File: src/rtl/i2s_capture_writer.sv
// Captures a fixed number of 16-bit stereo I2S frames from a WM8731 ADC
// and writes each frame as {left, right} to a BRAM port.
module i2s_capture_writer #(
  parameter int unsigned ADDR_W = 15
) (
  input  logic              clk,
  input  logic              rstn,
  input  logic              start,
  input  logic [ADDR_W-1:0] num_frames,
  input  logic              bclk,
  input  logic              adclrc,
  input  logic              adcdat,
  output logic [31:0]       bram_addrb,
  output logic [31:0]       bram_dinb,
  output logic [3:0]        bram_web,
  output logic              bram_enb,
  output logic              busy,
  output logic              done
);

  localparam int unsigned SAMPLE_W = 16;
  localparam int unsigned CNT_W    = 5;

  typedef enum logic [1:0] {
    IDLE,
    WAIT_FRAME,
    CAPTURE,
    DONE
  } state_t;

  logic [1:0]          bclk_sync;
  logic [1:0]          lrc_sync;
  logic [1:0]          dat_sync;
  logic                bclk_d;
  logic                lrc_prev;
  logic [CNT_W-1:0]    bit_cnt;
  logic [SAMPLE_W-1:0] shift_reg;
  logic [SAMPLE_W-1:0] left;

  state_t              state, state_nx;
  logic [ADDR_W-1:0]   idx, idx_nx;
  logic [ADDR_W-1:0]   len_m1, len_m1_nx;
  logic                wr_c;

  logic bclk_rise_c;
  logic lrc_c;
  logic dat_c;
  logic boundary_c;
  logic frame_evt_c;

  assign bclk_rise_c = bclk_sync[1] & ~bclk_d;
  assign lrc_c       = lrc_sync[1];
  assign dat_c       = dat_sync[1];
  assign boundary_c  = bclk_rise_c & (lrc_c != lrc_prev);
  // Start of a left channel means the right word of the frame just finished.
  assign frame_evt_c = boundary_c & ~lrc_c;

  // Two-flop synchronizers for the codec-domain signals plus bclk edge history
  always_ff @(posedge clk) begin
    if (!rstn) begin
      bclk_sync <= 2'b00;
      lrc_sync  <= 2'b00;
      dat_sync  <= 2'b00;
      bclk_d    <= 1'b0;
    end else begin
      bclk_sync <= {bclk_sync[0], bclk};
      lrc_sync  <= {lrc_sync[0], adclrc};
      dat_sync  <= {dat_sync[0], adcdat};
      bclk_d    <= bclk_sync[1];
    end
  end

  // Serial deserializer; the boundary bit is the I2S one-bclk delay slot and is dropped
  always_ff @(posedge clk) begin
    if (!rstn) begin
      lrc_prev  <= 1'b0;
      bit_cnt   <= '0;
      shift_reg <= '0;
      left      <= '0;
    end else if (bclk_rise_c) begin
      lrc_prev <= lrc_c;
      if (boundary_c) begin
        bit_cnt <= '0;
        if (lrc_c) begin
          left <= shift_reg;
        end
      end else if (bit_cnt < CNT_W'(SAMPLE_W)) begin
        shift_reg <= {shift_reg[SAMPLE_W-2:0], dat_c};
        bit_cnt   <= bit_cnt + CNT_W'(1);
      end
    end
  end

  always_ff @(posedge clk) begin
    if (!rstn) begin
      state  <= IDLE;
      idx    <= '0;
      len_m1 <= '0;
    end else begin
      state  <= state_nx;
      idx    <= idx_nx;
      len_m1 <= len_m1_nx;
    end
  end

  // Length is kept as N-1 so that num_frames = 0 wraps naturally to 2^ADDR_W frames
  always_comb begin
    state_nx  = state;
    idx_nx    = idx;
    len_m1_nx = len_m1;
    wr_c      = 1'b0;
    case (state)
      IDLE, DONE: begin
        if (start) begin
          state_nx  = WAIT_FRAME;
          idx_nx    = '0;
          len_m1_nx = num_frames - ADDR_W'(1);
        end
      end
      WAIT_FRAME: begin
        if (frame_evt_c) begin
          state_nx = CAPTURE;
        end
      end
      CAPTURE: begin
        if (frame_evt_c) begin
          wr_c   = 1'b1;
          idx_nx = idx + ADDR_W'(1);
          if (idx == len_m1) begin
            state_nx = DONE;
          end
        end
      end
      default: state_nx = IDLE;
    endcase
  end

  // Right word is taken straight from the shift register in the event cycle
  always_ff @(posedge clk) begin
    if (!rstn) begin
      bram_addrb <= '0;
      bram_dinb  <= '0;
      bram_web   <= '0;
      bram_enb   <= 1'b0;
      busy       <= 1'b0;
      done       <= 1'b0;
    end else begin
      bram_enb <= wr_c;
      bram_web <= wr_c ? 4'hF : 4'h0;
      if (wr_c) begin
        bram_addrb <= 32'(idx);
        bram_dinb  <= {left, shift_reg};
      end
      busy <= (state_nx == WAIT_FRAME) || (state_nx == CAPTURE);
      done <= (state_nx == DONE);
    end
  end

endmodule

File: config.mk
export PLATFORM = sky130hd
export DESIGN_NAME = i2s_capture_writer
export DESIGN_NICKNAME = d
export VERILOG_FILES = /design/src/rtl/i2s_capture_writer.sv
export SDC_FILE = /design/constraint.sdc
export NUM_CORES = 1
export LEC_CHECK = 0
export ABC_AREA = 1
export BUFFER_PORTS_ARGS = -buffer_cell sky130_fd_sc_hd__buf_4
export CAP_MARGIN = 30
export CORE_MARGIN = 3
export CORE_UTILIZATION = 40
export CTS_BUF_LIST = sky130_fd_sc_hd__clkbuf_16
export DETAILED_ROUTE_END_ITERATION = 10
export GPL_TIMING_DRIVEN = 0
export SLEW_MARGIN = 25
export SYNTH_ARGS = -nofsm -noshare
export SYNTH_HDL_FRONTEND = slang
export SYNTH_SLANG_ARGS = --single-unit
File: constraint.sdc
create_clock -name clk -period 1.81 [get_ports clk]
set_input_delay 0.181 -clock clk [delete_from_list [all_inputs] [get_ports clk]]
set_output_delay 0.181 -clock clk [all_outputs]
set_load 0.05 [all_outputs]
Word-level counts from Yosys, hierarchy flattened
Index checks and enable logic that the tools add are counted.
{"block": "totals", "ff_bits": 131, "latch_bits": 0, "ram_bits": 0, "rom_bits": 0, "in_bits": 21, "out_inout_bits": 71, "wordCells": 60, "mem_count": 0}
{"block": "op_classes", "addsub": 3, "n_mul": 0, "div": 0, "order_cmp": 1, "eq_ne": 10, "shift": 0, "n_mux": 13, "bitwise_logic": 6, "reduce_logical": 10}
{"operator": "$mux 15", "n": 2}
{"operator": "$pmux 15 s2", "n": 1}
{"operator": "$add 15x1->15 const B", "n": 1}
{"operator": "$eq 15x15->1", "n": 1}
{"operator": "$sub 15x1->15 const B", "n": 1}
{"operator": "$mux 5", "n": 2}
{"operator": "$reduce_and 3->1", "n": 3}
{"operator": "$eq 2x2->1 const B", "n": 4}
{"operator": "$mux 2", "n": 4}
{"operator": "$pmux 2 s3", "n": 1}
{"operator": "$add 5x1->5 const B", "n": 1}
{"operator": "$lt 5x5->1 const B", "n": 1}
{"operator": "$eq 2x1->1 const B", "n": 2}
{"operator": "$mux 4", "n": 1}
{"operator": "$ne 2x2->1 const B", "n": 2}
{"operator": "$reduce_and 2->1", "n": 2}
{"operator": "$reduce_bool 2->1", "n": 2}
{"operator": "$and 1x1->1", "n": 3}
{"operator": "$not 1->1", "n": 3}
{"operator": "$logic_not 2->1", "n": 1}
{"operator": "$mux 1", "n": 2}
{"operator": "$reduce_or 2->1", "n": 1}
{"operator": "$logic_or 1x1->1", "n": 1}
{"operator": "$ne 1x1->1", "n": 1}

Depth between registers and ports, before layout
Gate-level depths: netlist of the first run.
{"block": "depth", "ltp_word": 8, "ltp_mapped": 14, "mapped_depth_nobuf": 14}

Worst setup path after synthesis of the first run
OpenSTA, ideal clock, no wires.
{"block": "synth_timing", "path_type": "reg2reg", "from": "register state[0]", "to": "register busy", "setup_time_ns": 0.110, "t_arrival_ns": 1.645, "required_ns": 1.700, "path_slack_ns": 0.055, "path_stages_with_launch": 12, "path_buffers": 0, "synth_period_minus_slack_ns": 1.755, "path_cell_list": "dfxtp_1 inv_1 ha_1 nand2_1 clkinv_1 nor2_1 nand2_1 nand2_1 inv_1 ha_1 nand2_1 inv_1"}
{"block": "synth_between", "elab_chain_len": 5, "word_cells_on_any_way": 13, "cone_classes": "eq/ne: 5; mux: 5; reduce/logical: 3"}
{"item": "start: declaration", "line": "40", "source": "state_t state, state_nx;"}
{"item": "start signal: assignment", "line": "100", "source": "state <= state_nx;"}
{"item": "$eq 2x2->1, or another cell as far along", "line": "112", "source": "case (state)"}
{"item": "$reduce_or 2->1 / $mux 2 (equally long branches)", "line": "112, 126"}
{"item": "$pmux 2 s3 *", "line": "112"}
{"item": "via state_nx[0]", "line": "40"}
{"item": "$eq 2x1->1 / $eq 2x2->1 (equally long branches)", "line": "154", "source": "busy <= (state_nx == WAIT_FRAME) || (state_nx == CAPTURE);"}
{"item": "$logic_or 1x1->1 *", "line": "154"}
{"item": "end signal: assignment", "line": "154"}
{"item": "end: declaration", "line": "17", "source": "output logic busy,"}
Mark *: on every way through the listed nets, which the timed path passes. The rest lies on a longest branch.
A chain may end at the register's enable or synchronous reset.

Final worst setup path of the first run
Ends and elaborated chain as after synthesis.

==> results of run 1 <==
-- layer usage --
metal  track usage, %  vias to the layer above  part of all wire (%)
li1                 -                     2640                     -
met1             26.2                     2209                    50
met2             26.8                      125                    43
met3             4.41                       16                   6.2
met4             6.78                        0                   1.5
met5                0                        -                     0
-- per-stage QoR --
| step | hold slack, ps | worst slack (ps) | power (mW) | instances |
|---|---|---|---|---|
| after floorplan | 270 | 55.5 | 4.32 | 778 |
| after global placement | 365 | -212 | 4.66 | 1028 |
| after detailed placement | 369 | -231 | 4.68 | 1028 |
| after CTS | 32.8 | 24.7 | 8.09 | 1064 |
| after global routing | 59.0 | -80.6 | 8.48 | 1064 |
| final | 53.0 | 82.0 | 8.06 | 1064 |
-- critical path, delay by kind of cell (launching register included) --
family / cells / cell delay (ps)
AND/OR/NAND/NOR: 7 / 570
adder cells (fa/ha/maj): 2 / 440
flip-flops: 1 / 350
buffers and inverters: 4 / 220
AO/OA/AOI/OAI: 1 / 40
-- synth_stat cells (2+ instances only) --
library cell	instances	share of area, %
ha_1	6	1.3
xor2_1	7	1.1
a21oi_1	75	6.7
nor2_4	5	1.0
buf_6	4	0.81
a211oi_1	2	0.27
dfxtp_1	127	46
nor3_1	6	0.54
nand2_1	134	9.0
inv_1	69	4.6
clkbuf_1	15	1.0
a31oi_1	3	0.34
nor2_1	111	7.5
buf_2	12	1.1
nand2_2	6	0.67
o21ai_0	58	5.2
xnor2_1	3	0.47
nand3_2	3	0.54
inv_2	3	0.20
nor2_2	8	0.90
nand3_1	64	5.7
buf_4	25	3.4
o211ai_1	2	0.27
-- worst paths after layout --
kind | start | to | depth (start not counted)
hold / removal | num_frames[11] | len_m1[11] | 3
setup / recovery | state[0] | busy | 14
hold reg to reg | lrc_sync[0] | lrc_sync[1] | 2
setup reg to reg | state[0] | busy | 14
-- report_power, final --
part | internal, mW | switching, mW | leakage, nW
Sequential | 3.00 | 0.155 | 1.03
Combinational | 0.551 | 1.01 | 1.77
Clock | 2.13 | 1.21 | 0.303
-- placed cells by master, fill, tap and decap left out, types with 2 or more instances in the layout --
cell type and instances:
a211oi_1 2, a21oi_1 75, a31oi_1 3, buf_2 12, buf_4 99, buf_6 4, bufinv_16 3, clkbuf_1 15
clkbuf_16 17, clkinv_2 6, clkinv_4 2, conb_1 17, dfxtp_1 126, dlygate4sd3_1 4, ha_1 5, inv_1 71
inv_2 4, nand2_1 133, nand2_2 7, nand3_1 64, nand3_2 3, nor2_1 111, nor2_2 8, nor2_4 5
nor3_1 6, o211ai_1 2, o21ai_0 56, o21ai_1 2, o21ai_2 2, xnor2_1 3, xor2_1 7
-- timing repair --
action	in CTS	in global routing
endpoints found under the hold margin	4	0
cloned	0	0
gates resized for setup	4	6
hold buffers	4	0
pin swaps	0	6
endpoints found under the setup margin	4	2
-- cells by family after synthesis --
logic type	Yosys count	share of synthesized area, %
DFF	127	45.6
xor gates and xnor gates	10	1.57
adders and majority gates	6	1.35
AOI/OAI and AO/OA	143	13.2
other	1	0.0673
and+or+nand+nor	344	26.8
buffers and inverters	131	11.3
-- layout make-up --
class                      instances  area (um2)  share of cell area, %
multi-input combinational        520        2480                   35.1
buffer                            57         353                   5.00
inverter                          74         283                   4.01
tap                              176         220                   3.12
clock inverter                    15         155                   2.20
clock buffer                      17         425                   6.03
timing repair buffer              78         596                   8.45
sequential                       127        2540                   36.1
==> out/results.txt, run 1 <==
Run status = finished, final reports clean
Post-synth cell types = 37
IO buf count = 74
Critical Path AT = 2040 ps
Die area = 0.0154 mm2
WL/cell = 12.7 um
Drt first pass iters = 4
Die X-Extent = 124 um
Final GP Congestion = 0.838
I/O pin count = 92
Largest stage delay on the critical path = 350 ps
Clk slew on worst S/H paths = 50 ps
VDD IR max = 0.000634 V
Fraction of registers with async set or reset after synthesis = 0%
Crit path launch type = register
First-pass GRT wire length = 22,000 um
Top_reg_cell synth = dfxtp_1
CP Data Required Time = 2120 ps
Clock Latency Late Sink = 420 ps
Cells after Synth = 762
CP max-delay cell = dfxtp_2
Final instance area = 0.00705 mm2
Vias in the first global route = 4,458
CTS tree = yes
P&R area growth vs syn = 26.6%
Critical-path cell list = inv_2 > ha_4 > inv_4 > o21ai_2 > nor2_1 > nand2_1 > nor2_1 > nand3_1 > nand2_1 > nand2_1 > inv_1 > ha_1 > nand2_1 > inv_1
Vias after detailed routing = 4,990
Gr usage total = 18.3%
Worst hold path type = in2reg
Max reg flops = 32
CTS Root Buffer Type = clkbuf_16
Remaining DRCs = 0
Tcrit/Tclk final = 95.5%
DPL Wire Length = 10,200 um
Slew headroom = 61.0%
Final layout net count = 902
Antenna violations before repair = 0
CTS max path bufs = 2
Grt total ovfl = 0
Final Hold Viols = 0
H-tree depth = 4
CTS sink cnt = 127
Largest net degree at the start of global routing = 17
Rows = 42
Static Leakage = 3.11 nW
Initial Util = 41.4%
Number of flops mapped to enable cells by yosys = 0
CP endpoint kind = register
Max-Cap Viols = 0
Flops & latches, synth = 127
Most numerous cell on the critical path = nand2_1
Critical path class = reg2reg
Die H = 124 um
Max Freq = 0.579 GHz
Core Region = 0.0135 mm2
Core Util, Final = 52.4%
Max-slew violation count = 0
Pwr per Cell Area = 1140 mW/mm2
Mean post-synth cell area = 7.31 um2
Post-synthesis instance area = 0.00557 mm2
Final worst clock skew = 5.87 ps
Area after DPL = 0.00641 mm2
WL final = 13,500 um
R2R setup slack = 80 ps
Minimum clock period = 1730 ps
YS warnings = 0
Post-detailed-route via-to-cell ratio = 4.69
N_diodes = 0
Fillers = 1,313
Final setup vio count = 0
Seq/Total Area, Yosys = 45.6%
Post-CTS setup buffers = 0
DR iter-0 viols = 310
Slew of the pin with the lowest slew margin = 585 ps
CP max FO = 4
Final antenna-violating net count = 0
Total negative slack = 0 ps
Unrepaired setup endpoints after global routing = yes
Num CTS Buffers = 17
Layout cell share with drive strength beyond 1 = 20.2%
No activity file was read; power rests on OpenSTA's default activity.
==> run 2, diff against run 1 <==
CORE_MARGIN = 1.5   (was 3)
==> run 2 against run 1 <==
Against the previous run: first-iteration DRC count decreased by 11%; critical path depth unchanged; cell count about the same; combinational power increased by 4%; global-route usage increased by 0.80 points; via count decreased by 0.76%; final area increased by 0.87%; clock power increased by 6.6%; core utilization increased by 0.66 points; count of clock-buffer cells in the layout unchanged; critical path type unchanged.
==> out/results.txt, run 2 (synthesized netlist as in run 1, its figures left out) <==
Run status = finished, final reports clean (unchanged)
CTS sink cnt = 127 (unchanged)
Pwr per Cell Area = 1170 mW/mm2 (was 1140 mW/mm2)
Post-placement cell count = 1,028 (unchanged)
Die H = 121 um (was 124 um)
Static Leakage = 3.11 nW (about the same)
Initial Util = 41.6% (was 41.4%)
Max-Cap Viols = 0 (unchanged)
Final worst clock skew = 7.80 ps (was 5.87 ps)
Slew of the pin with the lowest slew margin = 545 ps (was 585 ps)
WL final = 13,300 um (was 13,500 um)
Die area = 0.0146 mm2 (was 0.0154 mm2)
DPL Wire Length = 9940 um (was 10,200 um)
Post-detailed-route via-to-cell ratio = 4.65 (was 4.69)
Switching fraction of total power = 29.5% (about the same)
Remaining DRCs = 0 (unchanged)
Most frequent cells in the layout = 132 x nand2_1, 124 x dfxtp_1, 111 x nor2_1 (was 133 x nand2_1, 126 x dfxtp_1, 111 x nor2_1)
H-tree depth = 4 (unchanged)
Final layout net count = 903 (was 902)
Rows = 42 (unchanged)
CTS tree = yes (unchanged)
Clock Latency Late Sink = 420 ps (about the same)
Max reg flops = 32 (unchanged)
Core Util, Final = 53.1% (was 52.4%)
Antenna violations before repair = 0 (unchanged)
N_diodes = 0 (unchanged)
Clk slew on worst S/H paths = 60 ps (was 50 ps)
Clock power frac = 42.7% (was 41.5%)
IO buf count = 74 (unchanged)
Final hold slack = 49.7 ps (was 53.0 ps)
Die X-Extent = 121 um (was 124 um)
Minimum clock period = 1720 ps (was 1730 ps)
Final setup vio count = 0 (unchanged)
Unrepaired setup endpoints after global routing = no (was yes)
Max Freq = 0.581 GHz (was 0.579 GHz)
Worst hold path type = in2reg (unchanged)
I/O pin count = 92 (unchanged)
Sequential share of power = 37.7% (was 39.1%)
R2R cell count = 14 (unchanged)
Post-route insts no fill = 1,065 (was 1,064)
DR iter-0 viols = 275 (was 310)
FF/Latch Area = 0.00255 mm2 (was 0.00254 mm2)
Sw power = 2.46 mW (was 2.38 mW)
Max-slew violation count = 0 (unchanged)
Vias in the first global route = 4,574 (was 4,458)
CP Data Required Time = 2130 ps (was 2120 ps)
Final antenna-violating net count = 0 (unchanged)
Gr usage total = 19.1% (was 18.3%)
Num CTS Buffers = 17 (unchanged)
Largest net degree at the start of global routing = 17 (unchanged)
CTS max path bufs = 2 (unchanged)
Internal Power = 5.88 mW (was 5.68 mW)
Drt first pass iters = 4 (unchanged)
Vias after detailed routing = 4,952 (was 4,990)
CP endpoint kind = register (unchanged)
Final GP Congestion = 0.886 (was 0.838)
Core Region = 0.0134 mm2 (was 0.0135 mm2)
Slew headroom = 63.6% (was 61.0%)
Most common cell after layout, fill and taps aside = nand2_1 (unchanged)
Final Hold Viols = 0 (unchanged)
Tcrit/Tclk final = 95.2% (was 95.5%)
P&R area growth vs syn = 27.7% (was 26.6%)
CP max FO = 4 (unchanged)
Critical path class = reg2reg (unchanged)
First-pass GRT wire length = 22,000 um (about the same)
WL/cell = 12.5 um (was 12.7 um)
Hold Path Depth = 3 (unchanged)
Comb power frac = 19.5% (was 19.4%)
Critical Path AT = 2040 ps (about the same)
Layout cell share with drive strength beyond 1 = 20.9% (was 20.2%)
VDD IR max = 0.000677 V (was 0.000634 V)
CTS Root Buffer Type = clkbuf_16 (unchanged)
Grt total ovfl = 0 (unchanged)
Crit path launch type = register (unchanged)
Multi-input logic area = 0.00249 mm2 (was 0.00248 mm2)
Fillers = 1,305 (was 1,313)
## run 2: final timing paths
kind | startpoint | end | slack, ps
max | state[0] | busy | 90
min | num_frames[11] | len_m1[11] | 50
max reg2reg | state[0] | busy | 90
min reg2reg | lrc_sync[0] | lrc_sync[1] | 410
## run 2: cell type report
type,instances,area share (%)
inverters,74,3.94
plain buffers,57,5.01
clock inverters,15,2.73
flip-flops and latches,127,35.8
clock buffers,17,5.98
multi-input cells,520,35.0
repair buffers,79,8.48
well taps,176,3.10
## run 2: power by group through the flow
stage | Sequential [mW] | Combinational, mW | Clock [mW]
2_1_floorplan | 3.21 | 1.11 | 0
3_3_place_gp | 3.19 | 1.46 | 0
3_5_place_dp | 3.19 | 1.49 | 0
4_1_cts | 3.14 | 1.54 | 3.62
5_1_grt | 3.17 | 1.83 | 3.75
6_report | 3.14 | 1.63 | 3.56
## run 2: worst max-delay path, stage by stage, from the launching register on
cell	delay [ps]
dfxtp_2	340
inv_2	50
ha_4	230
inv_2	60
o21ai_1	50
nor2_1	110
nand2_1	60
nor2_1	100
nand3_1	90
nand2_1	90
nand2_2	70
inv_2	80
ha_4	200
nand2_1	60
inv_1	40
## run 2: metal layers
| layer | share of wire (%) | global-route usage [%] |
|---|---|---|
| met5 | 0 | 0 |
| met4 | 1.4 | 7.28 |
| met3 | 5.5 | 4.42 |
| met2 | 42 | 28.1 |
| met1 | 51 | 27.2 |
## run 2: per-stage QoR
stage / power (mW) / area (um2) / setup TNS [ps] / setup WS [ps]
final: 8.33 / 7110 / 0 / 87.8
after global routing: 8.74 / 7110 / 0 / 5.96
after CTS: 8.30 / 7080 / 0 / 16.1
after detailed placement: 4.69 / 6410 / -407 / -253
after global placement: 4.65 / 6410 / -331 / -213
after floorplan: 4.32 / 5630 / 0 / 55.5
## run 2: timing repair
action | 4_1_cts | 5_1_grt
buffers inserted | 0 | 1
endpoints found under the hold margin | 4 | 0
resized for setup | 3 | 11
setup endpoints to repair | 4 | 2
pin swaps | 0 | 4
hold buffers | 4 | 0
